File: src/rtl/vga_timing_gen.sv
// VGA timing generator: pixel-rate divider, raster counters, pixel address out,
// and a one-pixel-delayed, mutually aligned DAC stage (colour, HS, VS, BLANK_N).
module vga_timing_gen #(
    parameter int unsigned CLK_DIV  = 2,
    parameter int unsigned H_ACTIVE = 640,
    parameter int unsigned H_FP     = 16,
    parameter int unsigned H_SYNC   = 96,
    parameter int unsigned H_BP     = 48,
    parameter int unsigned V_ACTIVE = 480,
    parameter int unsigned V_FP     = 10,
    parameter int unsigned V_SYNC   = 2,
    parameter int unsigned V_BP     = 33,
    parameter logic        SYNC_POL = 1'b0
) (
    input  logic       CLK,
    input  logic       RESET,
    input  logic [7:0] COLOUR_IN,
    output logic       PIX_TICK,
    output logic [9:0] ADDRH,
    output logic [8:0] ADDRV,
    output logic [7:0] COLOUR_OUT,
    output logic       HS,
    output logic       VS,
    output logic       BLANK_N,
    output logic       REFRESH
);

    localparam int unsigned DIV_W = (CLK_DIV > 1) ? $clog2(CLK_DIV) : 1;

    localparam logic [DIV_W-1:0] DIV_LAST = DIV_W'(CLK_DIV - 1);

    localparam logic [9:0] H_ACT_L      = 10'(H_ACTIVE);
    localparam logic [9:0] H_LAST       = 10'(H_ACTIVE + H_FP + H_SYNC + H_BP - 1);
    localparam logic [9:0] H_SYNC_START = 10'(H_ACTIVE + H_FP);
    localparam logic [9:0] H_SYNC_END   = 10'(H_ACTIVE + H_FP + H_SYNC - 1);

    localparam logic [9:0] V_ACT_L      = 10'(V_ACTIVE);
    localparam logic [9:0] V_LAST       = 10'(V_ACTIVE + V_FP + V_SYNC + V_BP - 1);
    localparam logic [9:0] V_SYNC_START = 10'(V_ACTIVE + V_FP);
    localparam logic [9:0] V_SYNC_END   = 10'(V_ACTIVE + V_FP + V_SYNC - 1);
    localparam logic [9:0] V_PRE_BLANK  = 10'(V_ACTIVE - 1);

    logic [DIV_W-1:0] div_q, div_d;
    logic [9:0]       hcnt_q, hcnt_d;
    logic [9:0]       vcnt_q, vcnt_d;
    logic [7:0]       colour_q, colour_d;
    logic             blank_n_q, blank_n_d;
    logic             hs_q, hs_d;
    logic             vs_q, vs_d;
    logic             refresh_q, refresh_d;
    logic             pix_tick;
    logic             active0;

    always_comb begin
        pix_tick  = (div_q == DIV_LAST);
        div_d     = pix_tick ? '0 : div_q + 1'b1;
        active0   = (hcnt_q < H_ACT_L) && (vcnt_q < V_ACT_L);

        hcnt_d    = hcnt_q;
        vcnt_d    = vcnt_q;
        colour_d  = colour_q;
        blank_n_d = blank_n_q;
        hs_d      = hs_q;
        vs_d      = vs_q;
        refresh_d = 1'b0;

        // The DAC stage captures the pixel being addressed right now, so every
        // output it drives trails ADDRH/ADDRV by exactly one pixel.
        if (pix_tick) begin
            if (hcnt_q == H_LAST) begin
                hcnt_d = '0;
                vcnt_d = (vcnt_q == V_LAST) ? '0 : vcnt_q + 10'd1;
            end else begin
                hcnt_d = hcnt_q + 10'd1;
            end

            colour_d  = active0 ? COLOUR_IN : 8'h00;
            blank_n_d = active0;
            hs_d      = (hcnt_q >= H_SYNC_START && hcnt_q <= H_SYNC_END) ? SYNC_POL : ~SYNC_POL;
            vs_d      = (vcnt_q >= V_SYNC_START && vcnt_q <= V_SYNC_END) ? SYNC_POL : ~SYNC_POL;
            refresh_d = (hcnt_q == H_LAST) && (vcnt_q == V_PRE_BLANK);
        end
    end

    always_ff @(posedge CLK) begin
        if (RESET) begin
            div_q     <= '0;
            hcnt_q    <= '0;
            vcnt_q    <= '0;
            colour_q  <= 8'h00;
            blank_n_q <= 1'b0;
            hs_q      <= ~SYNC_POL;
            vs_q      <= ~SYNC_POL;
            refresh_q <= 1'b0;
        end else begin
            div_q     <= div_d;
            hcnt_q    <= hcnt_d;
            vcnt_q    <= vcnt_d;
            colour_q  <= colour_d;
            blank_n_q <= blank_n_d;
            hs_q      <= hs_d;
            vs_q      <= vs_d;
            refresh_q <= refresh_d;
        end
    end

    always_comb begin
        PIX_TICK   = pix_tick;
        ADDRH      = active0 ? hcnt_q : 10'd0;
        ADDRV      = active0 ? vcnt_q[8:0] : 9'd0;
        COLOUR_OUT = colour_q;
        HS         = hs_q;
        VS         = vs_q;
        BLANK_N    = blank_n_q;
        REFRESH    = refresh_q;
    end

endmodule

File: config.mk
export PLATFORM = sky130hd
export DESIGN_NAME = vga_timing_gen
export DESIGN_NICKNAME = d
export VERILOG_FILES = /design/src/rtl/vga_timing_gen.sv
export SDC_FILE = /design/constraint.sdc
export NUM_CORES = 1
export LEC_CHECK = 0
export ABC_AREA = 1
export CAP_MARGIN = 10
export CORE_MARGIN = 2
export CORE_UTILIZATION = 50
export CTS_CLUSTER_SIZE = 10
export DETAILED_ROUTE_END_ITERATION = 8
export PLACE_DENSITY = 0.8
export SLEW_MARGIN = 20
export SYNTH_ARGS = -nofsm -noshare
export SYNTH_HDL_FRONTEND = slang
export SYNTH_SLANG_ARGS = --single-unit
File: constraint.sdc
create_clock -name CLK -period 1.6 [get_ports CLK]
set_input_delay 0.4 -clock CLK [delete_from_list [all_inputs] [get_ports CLK]]
set_output_delay 0.4 -clock CLK [all_outputs]
set_load 0.03 [all_outputs]
==> results list <==
* Status: finished, violations left
* Failing checks: negative setup slack
- The die is 64.53 um tall.
- Layout Utilization: 78.83%
- Number of buffers added by the clock tree synthesis step: 5
- Counting flops with a built-in enable in the synthesized netlist gives 0.
- The floorplan step defined a die boundary enclosing 4163 um2.
- At the pin with the least slew margin, the transition time is 313.1 ps.
- Count of clock tree sinks: 33
- After layout, the design draws a total of 1.650 mW.
* Count of non-filler cells in the finished layout: 386
- The commonest cells after synthesis are 75 x nand2_1, 51 x nor2_1, 33 x dfxtp_1, 33 x inv_1, 13 x nand3_1.
- Total Routed Length: 4998 um
* Worst path required time: 1200 ps
- In the final layout, the share of cells above drive strength 1 is 29.41%.
* Mapped cell area: 1832 um2
- The first global-routing pass estimated 8252 um of wire.
- Before antenna repair, the detailed router went through 5 iterations.
- Pint: 1.232 mW
- In this run the mean area of a mapped cell was 6.613 um2.
* Static leakage power: 1.238 nW
- STA puts the critical path data arrival time at 1460 ps.
- Of all flip-flops after synthesis, the portion carrying an async set or reset was 0%.
- Sequential cells account for 51.9% of the total power.
- Summing over every cut layer, the via total after detailed routing is 1950.
* Biggest area contributors in the synthesized netlist: dfxtp_1 36%, nand2_1 15%, nor2_1 10%, inv_1 6.8%, nand4_1 3.8%
- After synthesis, the netlist uses 27 different library cells.
- Ant diodes: 0
* Vias in the first global route: 1840
- Compared with the post-synthesis result, the final layout area differs by 46.99%.
- Number of H-tree levels: 2
- Worst vdd ir: 0.0005513 V
* Clock slew seen by the registers of the worst setup and hold paths: 110 ps
- DRC violation count after routing: 0
* Cell row count: 21
- The number of antenna violations at the first check in global routing is 0.
- The tightest min-delay check is of the flip-flop to flip-flop type.
* Instance count after placement with tap cells included: 372
- Global routing consumed, over all layers together, 26.01% of the routing resources.
* Share of synthesized area occupied by flip-flops and latches: 36.07%
- Synthesis handed over a netlist of 277 instances.
- In this run the standard cell core region covers 3416 um2.
* Fin. max-slew vios: 0
- Mean routed wirelength per cell: 12.95 um
- The setup path with the least slack is of type flip-flop to output pin.
- The clock arrives with 13.22 ps of skew.
- Once the floorplan was initialized, standard cells occupied 53.63% of the core.
* Gr ovfl total: 0
- Power spread over the standard cell area amounts to 613.0 nW/um2.
- Relative contribution of combinational cells to total power: 10.7%
- The worst setup path is captured at an output pin.
- STA classifies the critical path startpoint as a flip-flop.
- The clock passes through at most 2 buffers.
- The cell sitting at the root of the clock tree is a clkbuf_4.
- Number of register bits inferred by synthesis: 33
- Leading cell type by number of instances after synthesis: nand2_1
- Worst-path fanout max: 7
- From left edge to right edge, the die measures 64.53 um.
- The largest total area in the synthesized netlist belongs to dfxtp_1.
- Net switching power: 0.4183 mW
- Number of DRC violations after detailed-routing iteration 0: 152
* Number of cells on the worst hold path: 2
- The final critical path takes up 116.2% of the cycle.
* RSZ-0062 raised after global routing: yes
* Clock network fraction of design power: 37.4%
- Crit path time final: 1859 ps
- Maximum Capacitance Violations: 0
* Later-pin clock latency in the skew report: 340 ps
- Setup violations remaining at the end of the flow were counted as 19.
* Worst slew slack as a fraction of its limit: 79.21%
- For this run, the number of Yosys warnings is 0.
* Hold-fix buffers, CTS: 0
- Across all setup checks in the final design, the least slack found is -259.1 ps.
* Buffers on Ports: 41
- At the end of the flow, the number of nets in the layout was 354.
- Hold Vio Cnt, Final: 0
- Depth of the most critical reg-to-reg path: 7
- Net switching is 25.34% of the power.
* Residual antenna-violating net count after detailed routing: 0
- Maximum number of pins on one net before global-route repair: 11
- Clock tree from TritonCTS: yes
* Fmax: 537.9 MHz
- Fraction of post-synthesis cell area in the top cell type by area: 36.07%
- When the netlist entered floorplanning its net count stood at 291.
- Top FF cell, synth: dfxtp_1
* Boundary Pins: 42
- Vias per inst: 5.052
- Detailed placement finished with a half-perimeter wire length of 3499 um.
- Routability-driven placement congestion ratio: 0.9112
[logic make-up after synthesis]
| kind of cell | share of synthesized area [%] |
|---|---|
| AO/OA/AOI/OAI | 4.030 |
| flip-flops | 36.07 |
| AND/OR/NAND/NOR | 43.78 |
| adder cells (fa/ha/maj) | 2.732 |
| buffers and inverters | 11.00 |
| XOR/XNOR | 2.391 |
[cell usage in the layout, fill, tap and decap left out]
cell and count:
clkdlybuf4s50_1 9, ha_1 4, buf_12 1, dlygate4sd2_1 12, o21ai_1 2, buf_6 21
and2_1 1, o21ai_4 1, nand3_4 2, nand2_2 2, dfxtp_2 6, clkinv_1 1
nor2_4 19, clkinv_2 1, nand3b_1 1, inv_1 33, dfxtp_1 27, buf_4 19
o21ai_0 5, a21oi_1 6, xor2_1 5, nor2_2 9, nand2_1 73, nor3_2 1
nand4_1 11, nand3_1 13, nand3_2 3, nand2_4 2, clkbuf_4 5, nor2_1 32
nor3_1 5, bufinv_16 1, buf_16 1, inv_2 6
[flip-flops by register name, indices dropped and copies added, names as in the netlist]
name and flops:
hcnt_q 10, vcnt_q 10, COLOUR_OUT 8, BLANK_N 1, HS 1, PIX_TICK 1
REFRESH 1, VS 1
[power groups by stage]
stage	Sequential, mW	Clock (mW)	Combinational, mW
2_1_floorplan	0.903	0	0.0667
3_3_place_gp	0.874	0	0.177
6_report	0.856	0.618	0.177
5_1_grt	0.859	0.660	0.192
4_1_cts	0.855	0.612	0.177
3_5_place_dp	0.874	0	0.178
[metrics by stage]
stage,setup TNS (ps),setup WS [ps],hold slack (ps),instance area [um2]
3_5_place_dp,0,4.350,441.5,2349
2_1_floorplan,-702.2,-40.07,471.6,1857
6_report,-4448,-259.1,454.5,2693
3_3_place_gp,0,40.27,436.7,2349
4_1_cts,-4014,-219.9,458.7,2645
5_1_grt,-5685,-320.2,491.4,2693
[cell type report]
cell class	count	area (um2)
fillers	238	723.2
clock buffers	5	37.54
multi-input cells	197	1122
clock inverters	2	35.03
flip-flops and latches	33	668.1
repair buffers	63	621.8
well taps	46	57.56
inverters	40	150.1
[path summary, 6_finish.rpt]
path | from | endpoint | slack (ps)
max | vcnt_q[7] | ADDRH[4] | -260
min | COLOUR_OUT[3] | COLOUR_OUT[3] | 450
max reg2reg | hcnt_q[0] | vcnt_q[0] | 110
min reg2reg | COLOUR_OUT[3] | COLOUR_OUT[3] | 450
[worst max-delay path, cell delays in order, from the launching register on]
cell and delay, ps:
dfxtp_2 350, nand2_2 90, nor2_4 40, inv_2 80, nand3_4 130, buf_12 190
nor2_4 100, buf_6 140
[routing by layer]
layer / GRT usage [%] / share of wire (%) / routed length (um)
met2: 45.57 / 49 / 2469
met5: 0 / 0 / 0
met3: 5.208 / 5.6 / 281
met1: 29.91 / 42 / 2092
met4: 13.30 / 3.1 / 155
[repair_timing]
item	CTS	global route
gates cloned	1	0
resized for setup	59	11
buffers inserted	5	1
pin swaps	4	1
endpoints found under the setup margin	31	21
(Power assumes the default switching activity.)
